[src/rtl/shift_cmd_sequencer.sv]
// shift_cmd_sequencer: command FIFO feeding a one-stage shift/rotate execute unit.
// Each command {op, amt, data} is queued, then popped into a registered result
// slot with valid/ready handshake on both sides.
// Optional feature macro: ROTATE_EN -- ops 10/11 rotate; when undefined they
// fall back to SHL/SHR and the rotate fill paths are not built.
module shift_cmd_sequencer #(
   parameter int DEPTH = 4
) (
   input  logic                     clk,
   input  logic                     rst,
   input  logic                     in_valid,
   output logic                     in_ready,
   input  logic [7:0]               in_data,
   input  logic [2:0]               in_amt,
   input  logic [1:0]               in_op,
   output logic                     out_valid,
   input  logic                     out_ready,
   output logic [7:0]               out_data,
   output logic                     out_zero,
   output logic [$clog2(DEPTH):0]   level
);

   localparam int AW = $clog2(DEPTH);
   localparam logic [AW:0] DEPTH_L = DEPTH[AW:0];

   typedef struct packed {
      logic [1:0] op;
      logic [2:0] amt;
      logic [7:0] data;
   } cmd_t;

   cmd_t          mem_q [DEPTH];
   logic [AW-1:0] wr_ptr_q, wr_ptr_d;
   logic [AW-1:0] rd_ptr_q, rd_ptr_d;
   logic [AW:0]   level_q, level_d;
   logic          in_ready_q, in_ready_d;
   logic          out_valid_q, out_valid_d;
   logic [7:0]    out_data_q, out_data_d;
   logic          out_zero_q, out_zero_d;

   logic          push, pop;
   cmd_t          head;
   logic          right;
   logic [7:0]    s0, s1, s2, s3, res;
   logic          fill1;
   logic [1:0]    fill2;
   logic [3:0]    fill4;

   function automatic logic [7:0] bitrev(input logic [7:0] v);
      logic [7:0] r;
      for (int i = 0; i < 8; i++) r[i] = v[7-i];
      return r;
   endfunction

   // in_ready is a register, so it only reflects occupancy after the edge.
   assign push = in_valid & in_ready_q;
   assign pop  = (level_q != '0) & (~out_valid_q | out_ready);
   assign head = mem_q[rd_ptr_q];
   assign right = head.op[0];

`ifdef ROTATE_EN
   logic rot;
   assign rot = head.op[1];
`else
   // op[1] selects rotation only in rotate builds; kept in storage regardless.
   logic unused_op1;
   assign unused_op1 = head.op[1];
`endif

   // Shifter: right ops mirror the operand so one left network serves both.
   always_comb begin
      s0 = right ? bitrev(head.data) : head.data;
`ifdef ROTATE_EN
      fill1 = rot ? s0[7]   : 1'b0;
`else
      fill1 = 1'b0;
`endif
      s1 = head.amt[0] ? {s0[6:0], fill1} : s0;
`ifdef ROTATE_EN
      fill2 = rot ? s1[7:6] : 2'b00;
`else
      fill2 = 2'b00;
`endif
      s2 = head.amt[1] ? {s1[5:0], fill2} : s1;
`ifdef ROTATE_EN
      fill4 = rot ? s2[7:4] : 4'h0;
`else
      fill4 = 4'h0;
`endif
      s3 = head.amt[2] ? {s2[3:0], fill4} : s2;
      res = right ? bitrev(s3) : s3;
   end

   // Next-state for pointers, occupancy, ready flag and result register.
   always_comb begin
      wr_ptr_d    = wr_ptr_q;
      rd_ptr_d    = rd_ptr_q;
      level_d     = level_q;
      out_valid_d = out_valid_q;
      out_data_d  = out_data_q;
      out_zero_d  = out_zero_q;
      if (push) wr_ptr_d = wr_ptr_q + 1'b1;
      if (pop)  rd_ptr_d = rd_ptr_q + 1'b1;
      if (push && !pop)      level_d = level_q + 1'b1;
      else if (pop && !push) level_d = level_q - 1'b1;
      if (pop) begin
         out_valid_d = 1'b1;
         out_data_d  = res;
         out_zero_d  = (res == 8'h00);
      end else if (out_ready) begin
         out_valid_d = 1'b0;
      end
      in_ready_d = (level_d < DEPTH_L);
   end

   // FIFO storage; contents are meaningless until written so no reset.
   always_ff @(posedge clk) begin
      if (push) mem_q[wr_ptr_q] <= {in_op, in_amt, in_data};
   end

   // Control and result registers with asynchronous reset.
   always_ff @(posedge clk or posedge rst) begin
      if (rst) begin
         wr_ptr_q    <= '0;
         rd_ptr_q    <= '0;
         level_q     <= '0;
         in_ready_q  <= 1'b0;
         out_valid_q <= 1'b0;
         out_data_q  <= 8'h00;
         out_zero_q  <= 1'b1;
      end else begin
         wr_ptr_q    <= wr_ptr_d;
         rd_ptr_q    <= rd_ptr_d;
         level_q     <= level_d;
         in_ready_q  <= in_ready_d;
         out_valid_q <= out_valid_d;
         out_data_q  <= out_data_d;
         out_zero_q  <= out_zero_d;
      end
   end

   assign in_ready  = in_ready_q;
   assign out_valid = out_valid_q;
   assign out_data  = out_data_q;
   assign out_zero  = out_zero_q;
   assign level     = level_q;

endmodule

[config.mk]
export PLATFORM = sky130hd
export DESIGN_NAME = shift_cmd_sequencer
export DESIGN_NICKNAME = d
export VERILOG_FILES = /design/src/rtl/shift_cmd_sequencer.sv
export SDC_FILE = /design/constraint.sdc
export NUM_CORES = 1
export LEC_CHECK = 0
export ABC_AREA = 1
export BUFFER_PORTS_ARGS = -buffer_cell sky130_fd_sc_hd__buf_2
export CORE_ASPECT_RATIO = 1.5
export CORE_MARGIN = 2
export CORE_UTILIZATION = 59
export DETAILED_ROUTE_END_ITERATION = 12
export HOLD_SLACK_MARGIN = 0.08
export PLACE_DENSITY = 0.85
export SYNTH_ARGS = -nofsm -noshare
export SYNTH_HDL_FRONTEND = slang
export SYNTH_SLANG_ARGS = --single-unit
[constraint.sdc]
create_clock -name clk -period 2.4 [get_ports clk]
set_input_delay 0 -clock clk [delete_from_list [all_inputs] [get_ports clk]]
set_output_delay 0 -clock clk [all_outputs]
set_load 0.02 [all_outputs]
==> qor.log <==
[run_status] status complete, no violations
[setup_path] endpoint class of the critical path register
[sta] portion of the clock cycle consumed by the worst path in the final layout 88.3%
[floorplan] chip height 94.0 microns
[finish] Inserted Diodes 0
[synth] count of state elements after synthesis 66
[drt] number of routed nets with antenna violations 0
[sta] setup-violating endpoint count in the final report 0
[synth] Yosys warning total 0
[synth] Synth Cell Area 3190 sq um
[drt] Vias per Instance 5.27
[synth] Synth Flop Type sky130_fd_sc_hd__edfxtp_1
[finish] final net count 403
[floorplan] total core area 5160 sq um
[place] last weighted congestion value of the routability-driven placer 0.917
[job] Max Cap Viol 0
[global_route] pin count of the biggest net entering global routing 26
[setup_path] kind of launch point of the worst setup path register
[sta] final sum of negative setup slack 0 ns
[synth] nets in the synthesized netlist 350
[setup_path] Critical Path, Cell by Cell buf_4, nand2_1, nand3_1, nand2_2, inv_2, nand3_1, nand3_1, nand3_1, nand2_1, nand2_1, o21ai_1, nor2_1, nand2_1, nand2_1
[sta] Period minus WS final 2.12 ns
[clocking] number of H-tree branching levels 3
[sta] worst hold margin 0.0963 ns
[pwr] total power 5.56 mW
[setup_path] sum of buffers and inverters on the critical path 2
[drt] DRC marker count from the first detailed-route iteration 187
[setup_path] Most common cell on crit path sky130_fd_sc_hd__nand2_1
[synth] library cell with the largest summed area after synthesis sky130_fd_sc_hd__edfxtp_1
[floorplan] Initial Utilization 61.7%
[setup_path] highest fanout seen on the critical path 20
[sta] unrepaired setup endpoints after global routing false
[setup_path] critical path type reg -> reg
[synth] distinct cell type count of the synthesized netlist 25
[floorplan] chip width 64.0 microns
[global_route] global route total overflow 0
[drt] first-pass iteration count of the detailed router 4
[synth] average instance area after synthesis 9.83 sq um
[setup_path] CP arrival 2.41 ns
[clocking] Worst-path clk slew 0.08 ns
[drt] average detailed-routed wire length per instance 13.4 microns
[synth] count of flip-flops with a built-in enable after synthesis 48
[pwr] power per standard cell area 1480 nW/um^2
[synth] asr flop ratio synth 27.3%
[finish] final design area excluding fillers 3760 sq um
[place] placement-stage cell area 3400 sq um
[synth] share of synthesized area occupied by flip-flops and latches 59.4%
[min_path] Hold WC Path Type in -> reg
[clocking] clock buffers created by TritonCTS 9
[clocking] library cell used as clock root buffer sky130_fd_sc_hd__clkbuf_8
[synth] main area contributors after synthesis sky130_fd_sc_hd__edfxtp_1 (45%), sky130_fd_sc_hd__dfrtp_1 (13%), sky130_fd_sc_hd__nand2_1 (13%)
[place] Detail Placement HPWL 4100 microns
[clocking] clock tree buffer depth 2
[sta] Max Fclk 472 MHz
[place] quantity of I/O buffers inserted on ports 29
[clocking] Setup Fix Bufs, Post-CTS 0
[synth] cell with the most instances after synthesis sky130_fd_sc_hd__nand2_1
[floorplan] number of core rows 32
[drt] DRC violation count after routing 0
[setup_path] dominant delay contributor by cell family on the critical path simple AND/OR/NAND/NOR gates
[floorplan] Total Die Area 6020 sq um
[sta] final hold violation count 0
[place] placed insts 420
[finish] non-filler cells, final 450
[floorplan] boundary pin count 31
[global_route] antenna violations before repair 0
[sta] Pins Over Slew Limit 0
[finish] fraction of layout cells with a size suffix above 1 19.6%
[clocking] CTS tree built
[sta] setup clock skew after layout 0.0104 ns
[drt] total wirelength of the detailed-routed design 6030 microns
[global_route] via count of the first global-routing pass 2374
[sta] max_slew headroom 56.2%
[setup_path] data required time of the worst path 2.69 ns
[finish] synthesis-to-finish area growth 17.9%
[clocking] total number of clock tree sinks 66
[synth] post-synthesis instance total 324
[sta] worst-margin pin slew 0.656 ns
[pwr] largest voltage drop on the vdd net 0.855 mV
[global_route] total global routing track utilization 22.4%
[clocking] insertion delay of the later-clocked pin in the worst-skew pair 0.35 ns
[synth] portion of synthesized cell area occupied by the leading cell type 45.2%
[pwr] Leak 1.64 nW
[setup_path] max incr delay on CP 0.50 ns
[global_route] wire length of the first global-routing pass 10200 microns
[setup_path] worst-path cell with the longest stage delay sky130_fd_sc_hd__dfrtp_2
[synth] most frequent cells after synthesis sky130_fd_sc_hd__nand2_1 (107), sky130_fd_sc_hd__nand3_1 (61), sky130_fd_sc_hd__edfxtp_1 (48)
[drt] via count 2371
## worst reg2reg max path: cells and delay by family, from the launching register on
kind,cells,cell delay [ns]
buffers and inverters,2,0.42
DFF,1,0.50
and+or+nand+nor,11,1.03
AOI/OAI and AO/OA,1,0.12
## cell type report
| type | count | area (sq um) |
|---|---|---|
| sequential | 66 | 1890 |
| multi-input combinational | 228 | 1120 |
| inverter | 20 | 82.6 |
| clock buffer | 10 | 128 |
| timing repair buffer | 52 | 353 |
| clock inverter | 6 | 91.3 |
| fill | 362 | 1410 |
| tap | 68 | 85.1 |
## worst paths after layout
kind / start / end / slack (ns) / depth (start not counted)
worst max-delay path: rd_ptr_q[0] / out_zero / 0.28 / 14
worst min-delay path: in_valid / wr_ptr_q[0] / 0.1 / 3
worst max register to register: rd_ptr_q[0] / out_zero / 0.28 / 14
worst min register to register: out_data[7] / out_data[7] / 0.48 / 2
max in group asynchronous: rst / rd_ptr_q[0] / 1.65 / 3
min in group asynchronous: rst / out_data[2] / 0.28 / 3
## stage by stage
stage                     setup WS [ns]  utilization [%]
after floorplan                   0.340                -
after global placement            0.307             65.7
after detailed placement          0.199             65.7
after CTS                         0.180             72.7
after global routing              0.120             72.7
final                             0.280             72.7
## layer usage
layer  track usage (%)  wire (microns)
met3              4.68             278
met2              40.3            3140
met5                 0               0
met1              24.0            2410
met4              12.9             195
## repair_timing
action / in CTS / in global routing
setup endpoints to repair: 0 / 1
hold endpoints to repair: 66 / 0
hold buffers: 14 / 0
gates resized for setup: 0 / 1
## cell usage in the layout, fill, tap and decap left out, types with 2 or more instances in the layout
cell type	n
sky130_fd_sc_hd__nand2_1	107
sky130_fd_sc_hd__nand3_1	61
sky130_fd_sc_hd__edfxtp_1	48
sky130_fd_sc_hd__buf_2	29
sky130_fd_sc_hd__dfrtp_1	16
sky130_fd_sc_hd__inv_1	15
sky130_fd_sc_hd__nor2_1	14
sky130_fd_sc_hd__dlygate4sd3_1	14
sky130_fd_sc_hd__nand2_2	11
sky130_fd_sc_hd__ha_1	9
sky130_fd_sc_hd__clkbuf_8	9
sky130_fd_sc_hd__buf_4	9
sky130_fd_sc_hd__a21oi_1	7
sky130_fd_sc_hd__o21ai_0	7
sky130_fd_sc_hd__inv_2	4
sky130_fd_sc_hd__xor2_1	3
sky130_fd_sc_hd__clkinvlp_4	3
sky130_fd_sc_hd__o21ai_1	2
sky130_fd_sc_hd__nand3_2	2
sky130_fd_sc_hd__bufinv_16	2
## sequential cells by signal, indices dropped and copies added, names as in the netlist
register,cells
rd_ptr_q,2
out_zero,1
level,3
wr_ptr_q,2
out_data,8
mem_q,48
out_valid,1
in_ready,1
## logic make-up (layout without fill, tap and decap cells)
group,count (synthesis),count (layout),synth area share [%]
AO/OA/AOI/OAI,19,19,3.81
flip-flops,66,66,59.4
XOR/XNOR,3,3,0.825
buffers and inverters,30,88,5.34
adder cells (fa/ha/maj),9,9,3.54
AND/OR/NAND/NOR,197,197,27.1
## where the power goes
part,internal [mW],switching [mW]
Combinational,0.955,1.93
Clock,0.586,0.432
Sequential,1.53,0.138
Total,3.07,2.50
(Power assumes the default switching activity.)
